### src/rtl/core_pkg.sv
`default_nettype none
// ============================================================================
// core_pkg : shared core types, opcodes and the J-immediate helper
// Rev 1.0
// ============================================================================
package core_pkg;

  localparam int              XLEN             = 32;
  localparam logic [6:0]      OPC_JAL          = 7'b1101111;
  localparam logic [XLEN-1:0] RESET_PC_DEFAULT = 32'h0000_0000;

  typedef enum logic [0:0] {
    ST_BOOT = 1'b0,
    ST_RUN  = 1'b1
  } fetch_state_t;

  typedef struct packed {
    logic [XLEN-1:0] inst;
    logic [XLEN-1:0] pc;
    logic            pred_taken;
    logic [XLEN-1:0] pred_pc;
  } fb_entry_t;

  function automatic logic [XLEN-1:0] imm_j(input logic [XLEN-1:0] inst);
    return {{12{inst[31]}}, inst[19:12], inst[20], inst[30:21], 1'b0};
  endfunction

endpackage
`default_nettype wire

### src/rtl/fetch_buffer.sv
`default_nettype none
// ============================================================================
// fetch_buffer : synchronous FIFO of fetched instructions with flush
// Rev 1.0
// ============================================================================
module fetch_buffer
  import core_pkg::*;
#(
  parameter int DEPTH = 4
) (
  input  logic                   clk,
  input  logic                   rst,
  input  logic                   push,
  input  fb_entry_t              push_data,
  input  logic                   pop,
  output fb_entry_t              pop_data,
  input  logic                   flush,
  output logic [$clog2(DEPTH):0] count
);

  localparam int              AW   = $clog2(DEPTH);
  localparam logic [AW:0]     FULL = (AW+1)'(DEPTH);

  fb_entry_t       mem [DEPTH];
  logic [AW-1:0]   wr_ptr;
  logic [AW-1:0]   rd_ptr;

  assign pop_data = mem[rd_ptr];

  always_ff @(posedge clk) begin
    if (push && !flush) mem[wr_ptr] <= push_data;
  end

  always_ff @(posedge clk or posedge rst) begin
    if (rst) begin
      wr_ptr <= '0;
      rd_ptr <= '0;
      count  <= '0;
    end else if (flush) begin
      wr_ptr <= '0;
      rd_ptr <= '0;
      count  <= '0;
    end else begin
      if (push) wr_ptr <= wr_ptr + 1'b1;
      if (pop)  rd_ptr <= rd_ptr + 1'b1;
      count <= count + (AW+1)'(push) - (AW+1)'(pop);
    end
  end

  always_ff @(posedge clk) begin
    if (!rst) assert (!(push && !pop && !flush && count == FULL));
  end

endmodule
`default_nettype wire

### src/rtl/instruction_fetch.sv
`default_nettype none
// ============================================================================
// instruction_fetch : PC owner, credit-limited memory fetch, JAL follow-through
// Rev 1.0
// ============================================================================
module instruction_fetch
  import core_pkg::*;
#(
  parameter logic [31:0] RESET_PC        = RESET_PC_DEFAULT,
  parameter int          FB_DEPTH        = 4,
  parameter int          MAX_OUTSTANDING = 2
) (
  input  logic        clk,
  input  logic        rst,
  input  logic        iq_full,
  input  logic        redirect_valid,
  input  logic [31:0] redirect_pc,
  output logic        mem_req,
  output logic [31:0] mem_addr,
  input  logic        mem_ready,
  input  logic        mem_rvalid,
  input  logic [31:0] mem_rdata,
  output logic        inst_valid,
  output logic [31:0] inst_out,
  output logic [31:0] pc_out,
  output logic        pred_taken,
  output logic [31:0] pred_pc
);

  localparam int            CW      = $clog2(FB_DEPTH);
  localparam int            OW      = $clog2(MAX_OUTSTANDING + 1);
  localparam logic [OW-1:0] MAX_OUT = OW'(MAX_OUTSTANDING);

  fetch_state_t  state;
  fetch_state_t  state_next;
  logic [31:0]   fetch_pc;
  logic [31:0]   ret_pc;
  logic [31:0]   jal_target;
  logic [31:0]   credit_used;
  logic [OW-1:0] outstanding;
  logic [OW-1:0] outstanding_next;
  logic [OW-1:0] drop;
  logic [CW:0]   fb_count;
  logic          accept;
  logic          keep;
  logic          is_jal;
  logic          pop;
  fb_entry_t     push_entry;
  fb_entry_t     head;

  always_ff @(posedge clk or posedge rst) begin
    if (rst) state <= ST_BOOT;
    else     state <= state_next;
  end

  always_comb begin
    state_next = state;
    case (state)
      ST_BOOT: state_next = ST_RUN;
      ST_RUN:  state_next = ST_RUN;
      default: state_next = ST_BOOT;
    endcase
  end

  // Occupancy plus in-flight requests never exceeds the buffer, so every response has a slot.
  assign credit_used      = 32'(fb_count) + 32'(outstanding);
  assign mem_req          = (state == ST_RUN) && (outstanding < MAX_OUT) &&
                            (credit_used < 32'(FB_DEPTH));
  assign mem_addr         = (state == ST_RUN) ? fetch_pc : '0;
  assign accept           = mem_req && mem_ready;
  assign outstanding_next = outstanding + OW'(accept) - OW'(mem_rvalid);

  assign keep       = mem_rvalid && (drop == '0) && !redirect_valid;
  assign is_jal     = keep && (mem_rdata[6:0] == OPC_JAL);
  assign jal_target = ret_pc + imm_j(mem_rdata);
  assign push_entry = {mem_rdata, ret_pc, is_jal, (is_jal ? jal_target : 32'h0)};
  assign pop        = (fb_count != '0) && !iq_full && !redirect_valid;

  fetch_buffer #(
    .DEPTH (FB_DEPTH)
  ) u_fetch_buffer (
    .clk       (clk),
    .rst       (rst),
    .push      (keep),
    .push_data (push_entry),
    .pop       (pop),
    .pop_data  (head),
    .flush     (redirect_valid),
    .count     (fb_count)
  );

  // Every path change discards whatever is still in flight at the end of the cycle.
  always_ff @(posedge clk or posedge rst) begin
    if (rst) begin
      fetch_pc    <= RESET_PC;
      ret_pc      <= RESET_PC;
      outstanding <= '0;
      drop        <= '0;
    end else begin
      outstanding <= outstanding_next;
      if (redirect_valid) begin
        fetch_pc <= {redirect_pc[31:2], 2'b00};
        ret_pc   <= {redirect_pc[31:2], 2'b00};
        drop     <= outstanding_next;
      end else if (is_jal) begin
        fetch_pc <= jal_target;
        ret_pc   <= jal_target;
        drop     <= outstanding_next;
      end else begin
        if (accept)                    fetch_pc <= fetch_pc + 32'd4;
        if (keep)                      ret_pc   <= ret_pc + 32'd4;
        if (mem_rvalid && drop != '0)  drop     <= drop - OW'(1);
      end
    end
  end

  always_ff @(posedge clk or posedge rst) begin
    if (rst) begin
      inst_valid <= 1'b0;
      inst_out   <= '0;
      pc_out     <= '0;
      pred_taken <= 1'b0;
      pred_pc    <= '0;
    end else begin
      inst_valid <= pop;
      if (pop) begin
        inst_out   <= head.inst;
        pc_out     <= head.pc;
        pred_taken <= head.pred_taken;
        pred_pc    <= head.pred_pc;
      end
    end
  end

  always_ff @(posedge clk) begin
    if (!rst) assert (!(mem_rvalid && outstanding == '0));
  end

endmodule
`default_nettype wire

### config.mk
export PLATFORM = sky130hd
export DESIGN_NAME = instruction_fetch
export DESIGN_NICKNAME = d
export VERILOG_FILES = /design/src/rtl/core_pkg.sv /design/src/rtl/fetch_buffer.sv /design/src/rtl/instruction_fetch.sv
export SDC_FILE = /design/constraint.sdc
export NUM_CORES = 1
export LEC_CHECK = 0
export ABC_AREA = 1
export ABC_CLOCK_PERIOD_IN_PS = 14430
export CAP_MARGIN = 5
export CORE_MARGIN = 3
export CORE_UTILIZATION = 40
export CTS_BUF_LIST = sky130_fd_sc_hd__clkbuf_8 sky130_fd_sc_hd__clkbuf_16
export DETAILED_ROUTE_END_ITERATION = 6
export REMOVE_ABC_BUFFERS = 1
export SYNTH_ARGS = -nofsm -noshare
export SYNTH_HDL_FRONTEND = slang
export SYNTH_SLANG_ARGS = --single-unit
### constraint.sdc
create_clock -name clk -period 14.43 [get_ports clk]
set_clock_uncertainty 0.2 [all_clocks]
set_input_delay 3.6075 -clock clk [delete_from_list [all_inputs] [get_ports clk]]
set_output_delay 3.6075 -clock clk [all_outputs]
set_load 0.1 [all_outputs]
==> results.txt <==
----------------------------------------------------
[Global routing]
  Global-route usage over all layers ... 20.72%
  Maximum number of pins on one net before global-route repair ... 104
  Wire length of the first global-routing pass ... 107600 um
  GR Overflow Total ... 0
  Vias in the first global route ... 18391
  Antenna violations before repair ... 0

[Finish]
  Finished Layout Cells ... 3580
  Proportion of layout cells with a drive suffix above 1 ... 10.24%
  Area growth, synth to finish ... 17.88%
  Post-route standard cell area excluding fillers ... 30360 um2
  Number of nets in the finished design ... 2799
  Antenna diode instance count ... 0

[Critical path]
  Standard cell with the maximum stage delay on the critical path ... clkdlybuf4s50_1
  Worst path max stage delay ... 1.14 ns
  Kind of start point of the critical path ... register
  Worst endpoint required time ... 10.62 ns
  Endpoint kind of the worst setup timing path ... output port
  WP data arrival ... 2.92 ns
  Crit-path cells ... buf_4 > nand2_1 > nor3_2 > nand2_1 > inv_1 > clkdlybuf4s50_1
  Type of the setup path with the least slack ... register to output port
  Cell type with the highest occurrence count on the critical path ... nand2_1
  Crit path buf inv count ... 3
  Gate family responsible for the most delay along the worst path ... buffers and inverters
  CP Max Fanout ... 33

[Pwr]
  Largest voltage drop on the vdd net ... 111.7 uV
  P_sw ... 2673 uW
  Part of the power in combinational logic ... 40.6%
  Clock network fraction of total power ... 24.1%
  Cell leakage power ... 0.01239 uW
  Share of total power in sequential cells ... 35.4%
  PD cells ... 202.2 nW/um2
  Internal power component ... 3465 uW
  Net switching fraction of the power ... 43.55%

[Timing]
  Final-report setup violation count ... 0
  Final setup slack of the worst path ... 7.706 ns
  Fin crit period ... 6.724 ns
  Worst Max-Slew Pin Slew ... 1.043 ns
  Unrepaired setup endpoints after global routing ... no
  Final hold violations ... 0
  Worst slew margin relative to its limit ... 30.22%
  Share of the cycle needed by the critical path after routing ... 46.60%
  Max Freq ... 148.7 MHz
  Post-Route Hold Slack ... 0.3007 ns
  Max-slew violation total from the final report ... 0
  Post-Route Setup TNS ... 0 ns

[Outcome]
  Status ... complete, no violations

[Place]
  Placed cell areas ... 28450 um2
  Placement Setup Slack ... 7.348 ns
  Post-DP HPWL ... 46970 um
  Routability congestion estimate ... 0.8691
  Count of port buffers added during placement ... 196
  Placed insts ... 3472

[Synth]
  Post-synthesis cell area ... 25750 um2
  Proportion of netlist area held by the largest area contributor ... 44.31%
  Register area share after synthesis ... 60.93%
  Number of instances in the synthesized netlist ... 2516
  Number of enable-type register cells in the synthesized netlist ... 380
  Synthesized-area fraction occupied by ao, oa, aoi and oai cells ... 9.576%
  Share of synthesized area spent on multiplexers ... 4.154%
  Commonest cells in the synthesized netlist ... nand2_1, edfxtp_1, nor2_1
  Post-synthesis share of cell area spent on xor and xnor gates ... 0.8843%
  Most frequent cell after synthesis ... nand2_1
  Area leader, netlist ... edfxtp_1
  Synth cell types ... 52
  Fraction of the mapped netlist area in adder cells ... 2.196%
  Basic-gate share of the synthesized area counting and, or, nand and nor cells ... 16.32%
  Dominant combinational cell family by area after synthesis ... simple AND/OR/NAND/NOR gates
  Number of synthesized register bits ... 551
  Total of warnings raised by yosys ... 0
  Avg Synthesized Cell Area ... 10.24 um2
  Synth async-reset ratio ... 31.03%
  Top cells by area, synth ... edfxtp_1, dfrtp_1, nand2_1
  Main flop type after synthesis ... edfxtp_1

[Die]
  Die Span X ... 259.7 um
  Area of the die ... 67460 um2
  Initial Utilization ... 40.60%
  Die H ... 259.7 um
  Top-level port count ... 201
  Number of placement rows ... 92
  Core ar. ... 63430 um2

[Clock network]
  Clock root cell ... clkbuf_16
  Clock Pin Slew Worst Setup and Hold Paths ... 0.06 ns
  Number of gates resized after cts ... 0
  CTS H-Tree Depth ... 2
  Clock buffers created by TritonCTS ... 57
  TritonCTS Sinks ... 551
  Latest clock arrival within the worst-skew pair ... 0.62 ns
  CTS tree ... done
  Buffer depth of the longest clock path ... 3
  Cts-stage hold buffer count ... 0
  # Post-CTS Setup Buffers ... 0

[Job]
  Max-cap violations ... 0

[Routing]
  Final wirelength ... 70450 um
  Residual antenna-violating net count after detailed routing ... 0
  Routed via count ... 18729
  Average vias per placed instance ... 5.232
  Starting DRT DRC Count ... 1423
  Number of search-and-repair iterations in the first detailed-routing pass ... 5
  Wire length per cell ... 19.68 um
  Number of remaining DRC errors ... 0

[Min path]
  Kind of path behind the tightest hold check ... register to register

----------------------------------------------------
path summary, 6_finish.rpt:
| path | from | to | cells after the start | slack (ns) |
|---|---|---|---|---|
| min in group asynchronous | rst | inst_out[10] | 2 | 3.30 |
| worst min-delay path | fetch_pc[1] | fetch_pc[1] | 2 | 0.30 |
| worst min register to register | fetch_pc[1] | fetch_pc[1] | 2 | 0.30 |
| worst max register to register | drop[0] | u_fetch_buffer.mem[3][30] | 8 | 10.99 |
| max in group asynchronous | rst | u_fetch_buffer.rd_ptr[0] | 3 | 8.97 |
| worst max-delay path | state | mem_req | 6 | 7.71 |
power by group through the flow:
| stage | Clock [uW] | Sequential [uW] | Combinational (uW) |
|---|---|---|---|
| 3_3_place_gp | 0 | 2190 | 2480 |
| 2_1_floorplan | 0 | 3050 | 977 |
| 4_1_cts | 1510 | 2170 | 2510 |
| 5_1_grt | 1570 | 2200 | 2670 |
| 6_report | 1480 | 2170 | 2490 |
| 3_5_place_dp | 0 | 2200 | 2500 |
worst reg2reg max path, stage by stage, from the launching register on:
cell and delay (ns):
dfrtp_1 0.39, inv_1 0.07, ha_1 0.15, nand2_1 0.11
nor2_4 0.30, inv_1 0.25, nor2_4 0.11, buf_4 0.69
buf_4 0.73
through the flow:
stage	util, %	power, uW
after floorplan	-	4024
after global placement	44.86	4670
after detailed placement	44.86	4705
after CTS	47.86	6194
after global routing	47.86	6444
final	47.86	6138
registers in the layout, summed over array words and instances, names as in the netlist:
| signal | cells |
|---|---|
| outstanding | 2 |
| u_fetch_buffer.rd_ptr | 2 |
| pred_taken | 1 |
| drop | 2 |
| state | 1 |
| fetch_pc | 32 |
| u_fetch_buffer.count | 3 |
| pred_pc | 31 |
| pc_out | 31 |
| inst_valid | 1 |
| inst_out | 32 |
| ret_pc | 31 |
| u_fetch_buffer.mem | 380 |
| u_fetch_buffer.wr_ptr | 2 |
placed cells by master, fill, tap and decap left out, types with 89 or more instances in the layout:
cell type / Yosys / final
dfrtp_1: 171 / 169
nand3_1: 95 / 95
nor2_1: 327 / 323
clkdlybuf4s50_1: 0 / 195
inv_1: 259 / 270
o21ai_0: 215 / 215
mux2_2: 95 / 95
nand2_1: 433 / 433
a21oi_1: 89 / 89
o22ai_1: 97 / 97
edfxtp_1: 380 / 380
layer usage:
layer  share of wire (%)  global-route usage, %  up-vias  routed length (um)
met3                 5.4                  3.379       97                3810
met4                 2.3                  5.761        0                1618
met5                   0                      0        -                   0
met1                  45                  28.39     9202               31880
li1                    -                      -     8929                   -
met2                  47                  34.17      501               33140
area by class of cell:
type                            instances  area, um2
Tap cell                              846       1059
Sequential cell                       551      15700
Fill cell                            5743      33070
Multi-Input combinational cell       1590       8572
Clock inverter                         46      410.4
Inverter                              270       1027
Timing Repair Buffer                  215       2100
Clock buffer                           62       1495
kinds of logic after synthesis:
kind of cell               Yosys count
adders and majority gates           44
xor gates and xnor gates            26
other                                2
and+or+nand+nor                    974
DFF                                551
AOI/OAI and AO/OA                  448
buffers and inverters              376
muxes                               95
Note: power is estimated with default switching activity, not from simulation.
